## src/rtl/instr_prefetch_queue.sv

```systemverilog
// Prefetch queue between a handshaked instruction memory and the IF/ID register.
// Optional same-cycle response bypass to decode is enabled by defining PREFETCH_BYPASS_EN.
module instr_prefetch_queue #(
   parameter int          DEPTH    = 4,
   parameter logic [31:0] RESET_PC = 32'h0
) (
   input  logic                     clk,
   input  logic                     reset,
   input  logic                     enable,
   input  logic                     redirect,
   input  logic [31:0]              redirect_pc,
   output logic                     imem_req,
   output logic [31:0]              imem_addr,
   input  logic                     imem_gnt,
   input  logic                     imem_rvalid,
   input  logic [31:0]              imem_rdata,
   output logic                     instr_valid,
   output logic [31:0]              instr,
   output logic [31:0]              instr_pc4,
   input  logic                     instr_ready,
   output logic [$clog2(DEPTH):0]   occupancy
);

   localparam int AW = $clog2(DEPTH);
   localparam int CW = AW + 1;
   localparam int SW = CW + 1;

   logic [31:0]   r_fetch_pc;
   logic [31:0]   r_resp_pc;
   logic [CW-1:0] r_outstanding;
   logic [CW-1:0] r_discard;
   logic [CW-1:0] r_occ;
   logic [AW-1:0] r_wr_ptr;
   logic [AW-1:0] r_rd_ptr;
   logic [31:0]   r_q_instr [DEPTH];
   logic [31:0]   r_q_pc4   [DEPTH];

   logic [SW-1:0] w_inflight;
   logic          w_credit;
   logic          w_fire;
   logic          w_drop;
   logic          w_accept;
   logic          w_head_valid;
   logic          w_bypass;
   logic          w_push;
   logic          w_pop;
   logic [31:0]   w_resp_pc4;

   // Credit counts both queued entries and requests still in flight, so a push never overflows.
   assign w_inflight   = SW'(r_occ) + SW'(r_outstanding);
   assign w_credit     = (w_inflight < SW'(DEPTH));
   assign w_fire       = imem_req & imem_gnt;
   assign w_drop       = imem_rvalid & (r_discard != '0);
   assign w_accept     = imem_rvalid & ~w_drop;
   assign w_head_valid = (r_occ != '0);
   assign w_resp_pc4   = r_resp_pc + 32'd4;

`ifdef PREFETCH_BYPASS_EN
   assign w_bypass = ~reset & ~w_head_valid & imem_rvalid & (r_discard == '0)
                   & instr_ready & enable & ~redirect;
`else
   assign w_bypass = 1'b0;
`endif

   assign w_push = w_accept & ~w_bypass & ~redirect;
   assign w_pop  = enable & w_head_valid & instr_ready & ~redirect;

   assign imem_req  = ~reset & enable & ~redirect & w_credit;
   assign imem_addr = r_fetch_pc;

   always_comb begin
      instr_valid = w_head_valid | w_bypass;
      instr       = '0;
      instr_pc4   = '0;
      if (w_bypass) begin
         instr     = imem_rdata;
         instr_pc4 = w_resp_pc4;
      end else if (w_head_valid) begin
         instr     = r_q_instr[r_rd_ptr];
         instr_pc4 = r_q_pc4[r_rd_ptr];
      end
   end

   assign occupancy = r_occ;

   // NOTE: sequential state uses non-blocking assignments so every register samples pre-edge values.
   always_ff @(posedge clk or posedge reset) begin
      if (reset) begin
         r_fetch_pc    <= RESET_PC;
         r_resp_pc     <= RESET_PC;
         r_outstanding <= '0;
         r_discard     <= '0;
         r_occ         <= '0;
         r_wr_ptr      <= '0;
         r_rd_ptr      <= '0;
      end else if (redirect) begin
         // Every response still owed after this cycle belongs to the abandoned path.
         r_fetch_pc    <= redirect_pc;
         r_resp_pc     <= redirect_pc;
         r_outstanding <= r_outstanding - CW'(imem_rvalid);
         r_discard     <= r_outstanding - CW'(imem_rvalid);
         r_occ         <= '0;
         r_rd_ptr      <= r_wr_ptr;
      end else begin
         if (w_fire) begin
            r_fetch_pc <= r_fetch_pc + 32'd4;
         end
         r_outstanding <= r_outstanding + CW'(w_fire) - CW'(imem_rvalid);
         if (w_drop) begin
            r_discard <= r_discard - CW'(1);
         end
         if (w_accept) begin
            r_resp_pc <= w_resp_pc4;
         end
         if (w_push) begin
            r_wr_ptr <= r_wr_ptr + AW'(1);
         end
         if (w_pop) begin
            r_rd_ptr <= r_rd_ptr + AW'(1);
         end
         r_occ <= r_occ + CW'(w_push) - CW'(w_pop);
      end
   end

   // NOTE: queue storage has no reset; outputs are gated by occupancy so stale words are never visible.
   always_ff @(posedge clk) begin
      if (w_push) begin
         r_q_instr[r_wr_ptr] <= imem_rdata;
         r_q_pc4[r_wr_ptr]   <= w_resp_pc4;
      end
   end

endmodule

```

## config.mk

```make
export PLATFORM = sky130hd
export DESIGN_NAME = instr_prefetch_queue
export DESIGN_NICKNAME = d
export VERILOG_FILES = /design/src/rtl/instr_prefetch_queue.sv
export SDC_FILE = /design/constraint.sdc
export NUM_CORES = 1
export LEC_CHECK = 0
export CAP_MARGIN = 5
export CORE_MARGIN = 2
export CORE_UTILIZATION = 40
export CTS_BUF_LIST = sky130_fd_sc_hd__clkbuf_8
export DETAILED_ROUTE_END_ITERATION = 10
export HOLD_SLACK_MARGIN = 0.1
export PLACE_DENSITY = 0.7
export SYNTH_ARGS = -nofsm -noshare
export SYNTH_HDL_FRONTEND = slang
export SYNTH_SLANG_ARGS = --single-unit
```

## constraint.sdc

```tcl
create_clock -name clk -period 2.85 [get_ports clk]
set_input_delay 0.4275 -clock clk [delete_from_list [all_inputs] [get_ports clk]]
set_output_delay 0.4275 -clock clk [all_outputs]
set_load 0.005 [all_outputs]
```

==> metrics.cfg, run 1 <==
[cells_and_area]
fillCellCount = 3036
fin_cells = 1693
drive_gt1_frac = 0.198
final_common_cell = edfxtp_1
final_util = 0.520
layout_common_cells = 256 x edfxtp_1, 106 x clkdlybuf4s50_1, 75 x dfrtp_1, 73 x nand2_1, 66 x clkbuf_8
area_growth_pct = 27.7
final_area_mm2 = 0.0185
finalNetCount = 1276

[setup_path]
crit_buf_inv = 5
crit_path_start_kind = register
critical-path-top-delay-family = buffers and inverters
path_common_cell = buf_4
max_stage_delay_ns = 0.50
path_class = register to output port
cp-end-kind = output port
startpoint = r_rd_ptr[0]
r2r-start = occupancy[2]
cp.required_ns = 2.42
arrival_ns = 2.36
crit_fanout = 6
slowest_stage = dfrtp_4
path_cells = buf_12 -> buf_4 -> buf_8 -> buf_4 -> mux4_2 -> and2_4 -> dlymetal6s2s_1

[die]
initial_core_util = 0.407
io_pins = 172
dieHeight_um = 194
core_area_mm2 = 0.0357
rows = 69
die-area_mm2 = 0.0378
die_w_um = 194

[detailed_routing]
vias = 8859
dr.pass1.iters = 5
ant_nets = 0
wl_um = 32900
drt-vias-per-instance = 5.23
drc = 0
wl_per_cell_um = 19.5
first_iter_violations = 484

[global_route]
grt_max_degree = 66
grt_first_pass_wirelength_um = 51600
antenna_found_initial = 0
grt_overflow_total = 0
grt_pass1_vias = 9175
grt_util_all_layers = 0.174

[clocking]
cts_buffers = 54
clk_latency_ns = 0.58
cts_tree = yes
holdBufCountCts = 0
cts_htree_levels = 2
cts_root_buf = clkbuf_8
cts_sinks = 333
clkTransAtPathRegs_ns = 0.07
cts_buffer_depth = 3

[synth]
muxShareOfSynthArea = 0.104
ys_types = 49
synth_fa_ha_area_frac = 0.0166
syn_inst = 950
synth.avg_cell_area_um2 = 15.3
ys.flop_type = edfxtp_1
yosys.area_share.xor_xnor = 0.0422
synth_compound_area_frac = 0.0416
synth_edf_count = 256
synth_top_family_by_area = simple AND/OR/NAND/NOR gates
seq_area_frac_synth = 0.662
async_flop_share = 0.231
synthesis.nets = 1039
ys_warn_count = 0
syn_area_mm2 = 0.0145
synth_seq_cells = 333
synth-simple-area-share = 0.113

[sta]
setup_tns_ns = 0
fin_crit_ns = 2.79
fin_crit_sh = 0.980
clock.fmax_mhz = 358
drv_slew = 0
hold_viol = 0
rsz0062_at_grt = true
setup_ws_ns = 0.0576
finClkSkew_ns = 0.0301
worst_slew_pin_slew_ns = 0.587
hold_ws_ns = 0.209
setup_viol = 0
max_slew_margin = 0.607

[power_and_ir_drop]
power.density_mw_per_mm2 = 742
p_total_mw = 13.7
leakage_nw = 6.96
vdd_drop_max_uv = 285

[hold_path]
min_path_type = input port to async pin

[place]
hpwl_um = 20800
gp_congestion = 0.859
dpl_cell_area_mm2 = 0.0170
io_buffer_count = 171
placed_cells = 1569
pre_cts_slack_ns = -0.182

[status]
outcome = completed

[flow_run]
maxCapViolCount = 0

-- registers in the layout (all words and copies together) (netlist names) --
| register | cells |
|---|---|
| r_outstanding | 3 |
| r_discard | 3 |
| imem_addr | 32 |
| r_q_pc4 | 128 |
| r_wr_ptr | 2 |
| r_rd_ptr | 2 |
| r_resp_pc | 32 |
| r_q_instr | 128 |
| occupancy | 3 |
-- synth_stat cells, types with 22 or more instances --
cell        n  share of area
xor2_1     37          0.022
xnor2_1    33          0.020
nand2_1    73          0.019
edfxtp_1  256           0.53
and2_1     70          0.030
clkbuf_1   30         0.0078
mux4_2     64          0.099
nand3_1    36          0.012
o21ai_0    57          0.020
nor2_1     29         0.0075
nand4_1    22         0.0095
inv_1      24         0.0062
dfrtp_1    77           0.13
-- logic make-up (layout without fill, tap and decap cells) --
family,Yosys count,in the layout
multiplexers,70,70
AND/OR/NAND/NOR,285,285
buffers and inverters,72,353
other,0,1
flip-flops,333,333
AO/OA/AOI/OAI,102,102
adder cells (fa/ha/maj),18,18
XOR/XNOR,70,70
-- report_power, final --
part | internal, mW | leakage, nW | switching (mW)
Combinational | 2.00 | 3.07 | 1.59
Sequential | 5.60 | 3.24 | 0.268
Clock | 2.45 | 0.652 | 1.85
-- repair_timing --
item,4_1_cts,5_1_grt
endpoints found under the setup margin,66,11
gates resized for setup,78,18
pin swaps,3,5
cloned,4,1
buffers inserted,7,11
-- worst register-to-register path, delay by kind of cell, from the launching register on --
family	cells	cell delay (ns)
buf+inv	2	0.09
simple gates	2	0.52
fa+ha+maj	4	1.11
xor+xnor	2	0.31
compound gates	1	0.14
flops	1	0.38
-- layout make-up --
cell class	count	area, um2	share of cell area
antenna	1	2.50	0.000135
clock buffer	66	908	0.0490
clock inverter	34	240	0.0130
inverter	25	93.8	0.00506
multi-input combinational	545	4680	0.253
sequential	333	9620	0.519
tap	461	577	0.0311
timing repair buffer	228	2410	0.130
-- layer usage --
layer  up-vias  share of wire  wire length (um)  global-route usage
li1       4086              -                 -                   -
met1      4422           0.44             14600               0.237
met2       296           0.48             15700               0.286
met3        55          0.061              2000              0.0342
met4         0          0.020               645              0.0501
met5         -              0                 0                   0
-- worst paths after layout --
check                           slack [ns]  cells after the start               end
min in group clk                      0.32                      3       r_rd_ptr[1]
worst min register to register        0.54                      0     r_q_pc4[2][1]
worst max register to register        0.21                     11  r_outstanding[2]
worst min-delay path                  0.21                      2      r_resp_pc[9]
worst max-delay path                  0.06                      7      instr_pc4[7]
max in group asynchronous             2.04                      3     imem_addr[27]
No activity file was read; power rests on OpenSTA's default activity.
==> run 2, diff against run 1 <==
- PLACE_DENSITY: 0.7 -> 0.67
- RECOVER_POWER: default -> 25
- clock period: 2.85 -> 3.2 ns (I/O delays scaled with it)
==> metrics.cfg, run 2 (synthesis results as in run 1) <==
[detailed_routing]
ant_nets = 0  ; unchanged
wl_per_cell_um = 18.2  ; was 19.5 um
wl_um = 30300  ; was 32900 um
dr.pass1.iters = 5  ; unchanged
drt-vias-per-instance = 5.14  ; was 5.23
first_iter_violations = 426  ; was 484
drc = 0  ; unchanged
vias = 8536  ; was 8859

[global_route]
grt_overflow_total = 0  ; unchanged
antenna_found_initial = 0  ; unchanged
grt_pass1_vias = 8759  ; was 9175
grt_util_all_layers = 0.161  ; was 0.174
grt_max_degree = 67  ; was 66
grt_first_pass_wirelength_um = 48100  ; was 51600 um

[place]
dpl_cell_area_mm2 = 0.0169  ; was 0.0170 mm2
pre_cts_slack_ns = -0.0540  ; was -0.182 ns
io_buffer_count = 171  ; unchanged
hpwl_um = 18900  ; was 20800 um
gp_congestion = 0.791  ; was 0.859

[setup_path]
regToRegSetupSlack_ns = 0.28  ; was 0.21 ns
path_class = register to output port  ; unchanged
cp-end-kind = output port  ; unchanged
crit_fanout = 14  ; was 6
cp.required_ns = 2.72  ; was 2.42 ns
r2r_cells = 12  ; was 11
r2r-start = occupancy[2]  ; unchanged
crit_path_start_kind = register  ; unchanged
worstReg2RegEnd = r_outstanding[2]  ; unchanged
arrival_ns = 2.54  ; was 2.36 ns

[sta]
max_slew_margin = 0.142  ; was 0.607
clock.fmax_mhz = 331
rsz0062_at_grt = false  ; was true
setup_ws_ns = 0.175  ; was 0.0576 ns
fin_crit_ns = 3.02
fin_crit_sh = 0.945
finClkSkew_ns = 0.0182  ; was 0.0301 ns
hold_viol = 0  ; unchanged
worst_slew_pin_slew_ns = 1.29  ; was 0.587 ns
drv_slew = 0  ; unchanged
hold_ws_ns = 0.381  ; was 0.209 ns
setup_viol = 0  ; unchanged

[cells_and_area]
layout_common_cells = 256 x edfxtp_1, 137 x clkdlybuf4s50_1, 75 x dfrtp_1, 73 x nand2_1, 70 x and2_1  ; was 256 x edfxtp_1, 106 x clkdlybuf4s50_1, 75 x dfrtp_1, 73 x nand2_1, 66 x clkbuf_8
reg_top3 = r_q_instr: 128 flops, r_q_pc4: 128 flops  ; unchanged
drive_gt1_frac = 0.167  ; was 0.198
final_util = 0.506  ; was 0.520
finalNetCount = 1246  ; was 1276
final_area_mm2 = 0.0180  ; was 0.0185 mm2
area_growth_pct = 24.2  ; was 27.7%
antennaDiodeCount = 0  ; was 1
final_common_cell = edfxtp_1  ; unchanged

[die]
rows = 69  ; unchanged
die_w_um = 194  ; unchanged
die-area_mm2 = 0.0378  ; unchanged
dieHeight_um = 194  ; unchanged
core_area_mm2 = 0.0357  ; unchanged
io_pins = 172  ; unchanged
initial_core_util = 0.407  ; unchanged

[hold_path]
worstHoldStart = redirect
min_to = occupancy[2]
min_path_type = input port to register  ; was input port to async pin
holdPathStages = 3

[clocking]
cts_root_buf = clkbuf_8  ; unchanged
cts_sinks = 333  ; unchanged
cts_htree_levels = 2  ; unchanged
cts_buffers = 54  ; unchanged
cts_tree = yes  ; unchanged
cts_buffer_depth = 3  ; unchanged
clk_latency_ns = 0.57  ; was 0.58 ns
clkTransAtPathRegs_ns = 0.06  ; was 0.07 ns

[status]
outcome = completed  ; unchanged

[flow_run]
maxCapViolCount = 0  ; unchanged

[power_and_ir_drop]
leakage_nw = 6.34  ; was 6.96 nW
power.density_mw_per_mm2 = 643  ; was 742 mW/mm2
vdd_drop_max_uv = 292  ; was 285 uV

[run 2: cell types whose count changed in the layout (fill, tap and decap cells not counted), sizes merged]
cell,change
dlymetal6s2s,-5
dlygate4sd3,+33
inv,-1
buf,-31
dlymetal6s4s,+1
dlygate4sd2,-58
clkbuf,-4
clkdlybuf4s50,+31
bufinv,-2
clkinvlp,+3
diode,-1
clkinv,+4
clkdlybuf4s15,-1
[run 2: routing by layer]
| metal | track usage | vias to the layer above | wire [um] |
|---|---|---|---|
| met3 | 0.0300 | 38 | 1560 |
| met5 | 0 | - | 0 |
| met1 | 0.231 | 4204 | 14500 |
| li1 | - | 4025 | - |
| met2 | 0.254 | 269 | 13800 |
| met4 | 0.0416 | 0 | 491 |
[run 2: layout make-up]
type                            instances  area, um2
Fill cell                            3044      17600
Sequential cell                       333       9620
Clock buffer                           62        853
Clock inverter                         38        225
Inverter                               25       93.8
Timing Repair Buffer                  198       2030
Tap cell                              461        577
Multi-Input combinational cell        545       4630
[run 2: how the worst max path moves through the flow]
| stage | startpoint | to | cells past startpoint |
|---|---|---|---|
| after floorplan | r_discard[0] | r_q_instr[0][0] | 5 |
| after global placement | enable | r_outstanding[2] | 12 |
| after detailed placement | enable | r_outstanding[2] | 12 |
| after CTS | occupancy[1] | instr_pc4[1] | 4 |
| after global routing | r_rd_ptr[0] | instr_pc4[19] | 4 |
| final | r_rd_ptr[0] | instr_pc4[19] | 4 |
[run 2: per-stage QoR]
step | power, mW | instances | TNS [ns]
finish | 11.6 | 1662 | 0
global placement | 8.11 | 1559 | -0.0614
global route | 12.2 | 1662 | 0
CTS | 11.8 | 1662 | 0
floorplan | 6.88 | 950 | 0
detailed placement | 8.16 | 1559 | -0.0540
[run 2: repair_timing]
| action | CTS | global route |
|---|---|---|
| hold buffers | 0 | 0 |
| setup buffers | 3 | 0 |
| gates resized for setup | 0 | 1 |
| endpoints found under the setup margin | 28 | 17 |
[run 2: where the power goes]
group | internal [mW] | total [mW] | switching (mW) | leakage [nW]
combinational | 1.54 | 2.77 | 1.22 | 2.49
clock | 1.94 | 3.58 | 1.64 | 0.611
sequential | 4.99 | 5.25 | 0.258 | 3.24
total | 8.47 | 11.6 | 3.13 | 6.34
[run 2: worst max-delay path: stages (launching register included)]
cell             delay [ns]
dfrtp_4                0.55
buf_12                 0.21
mux4_2                 0.58
and2_1                 0.18
clkdlybuf4s50_1        0.43
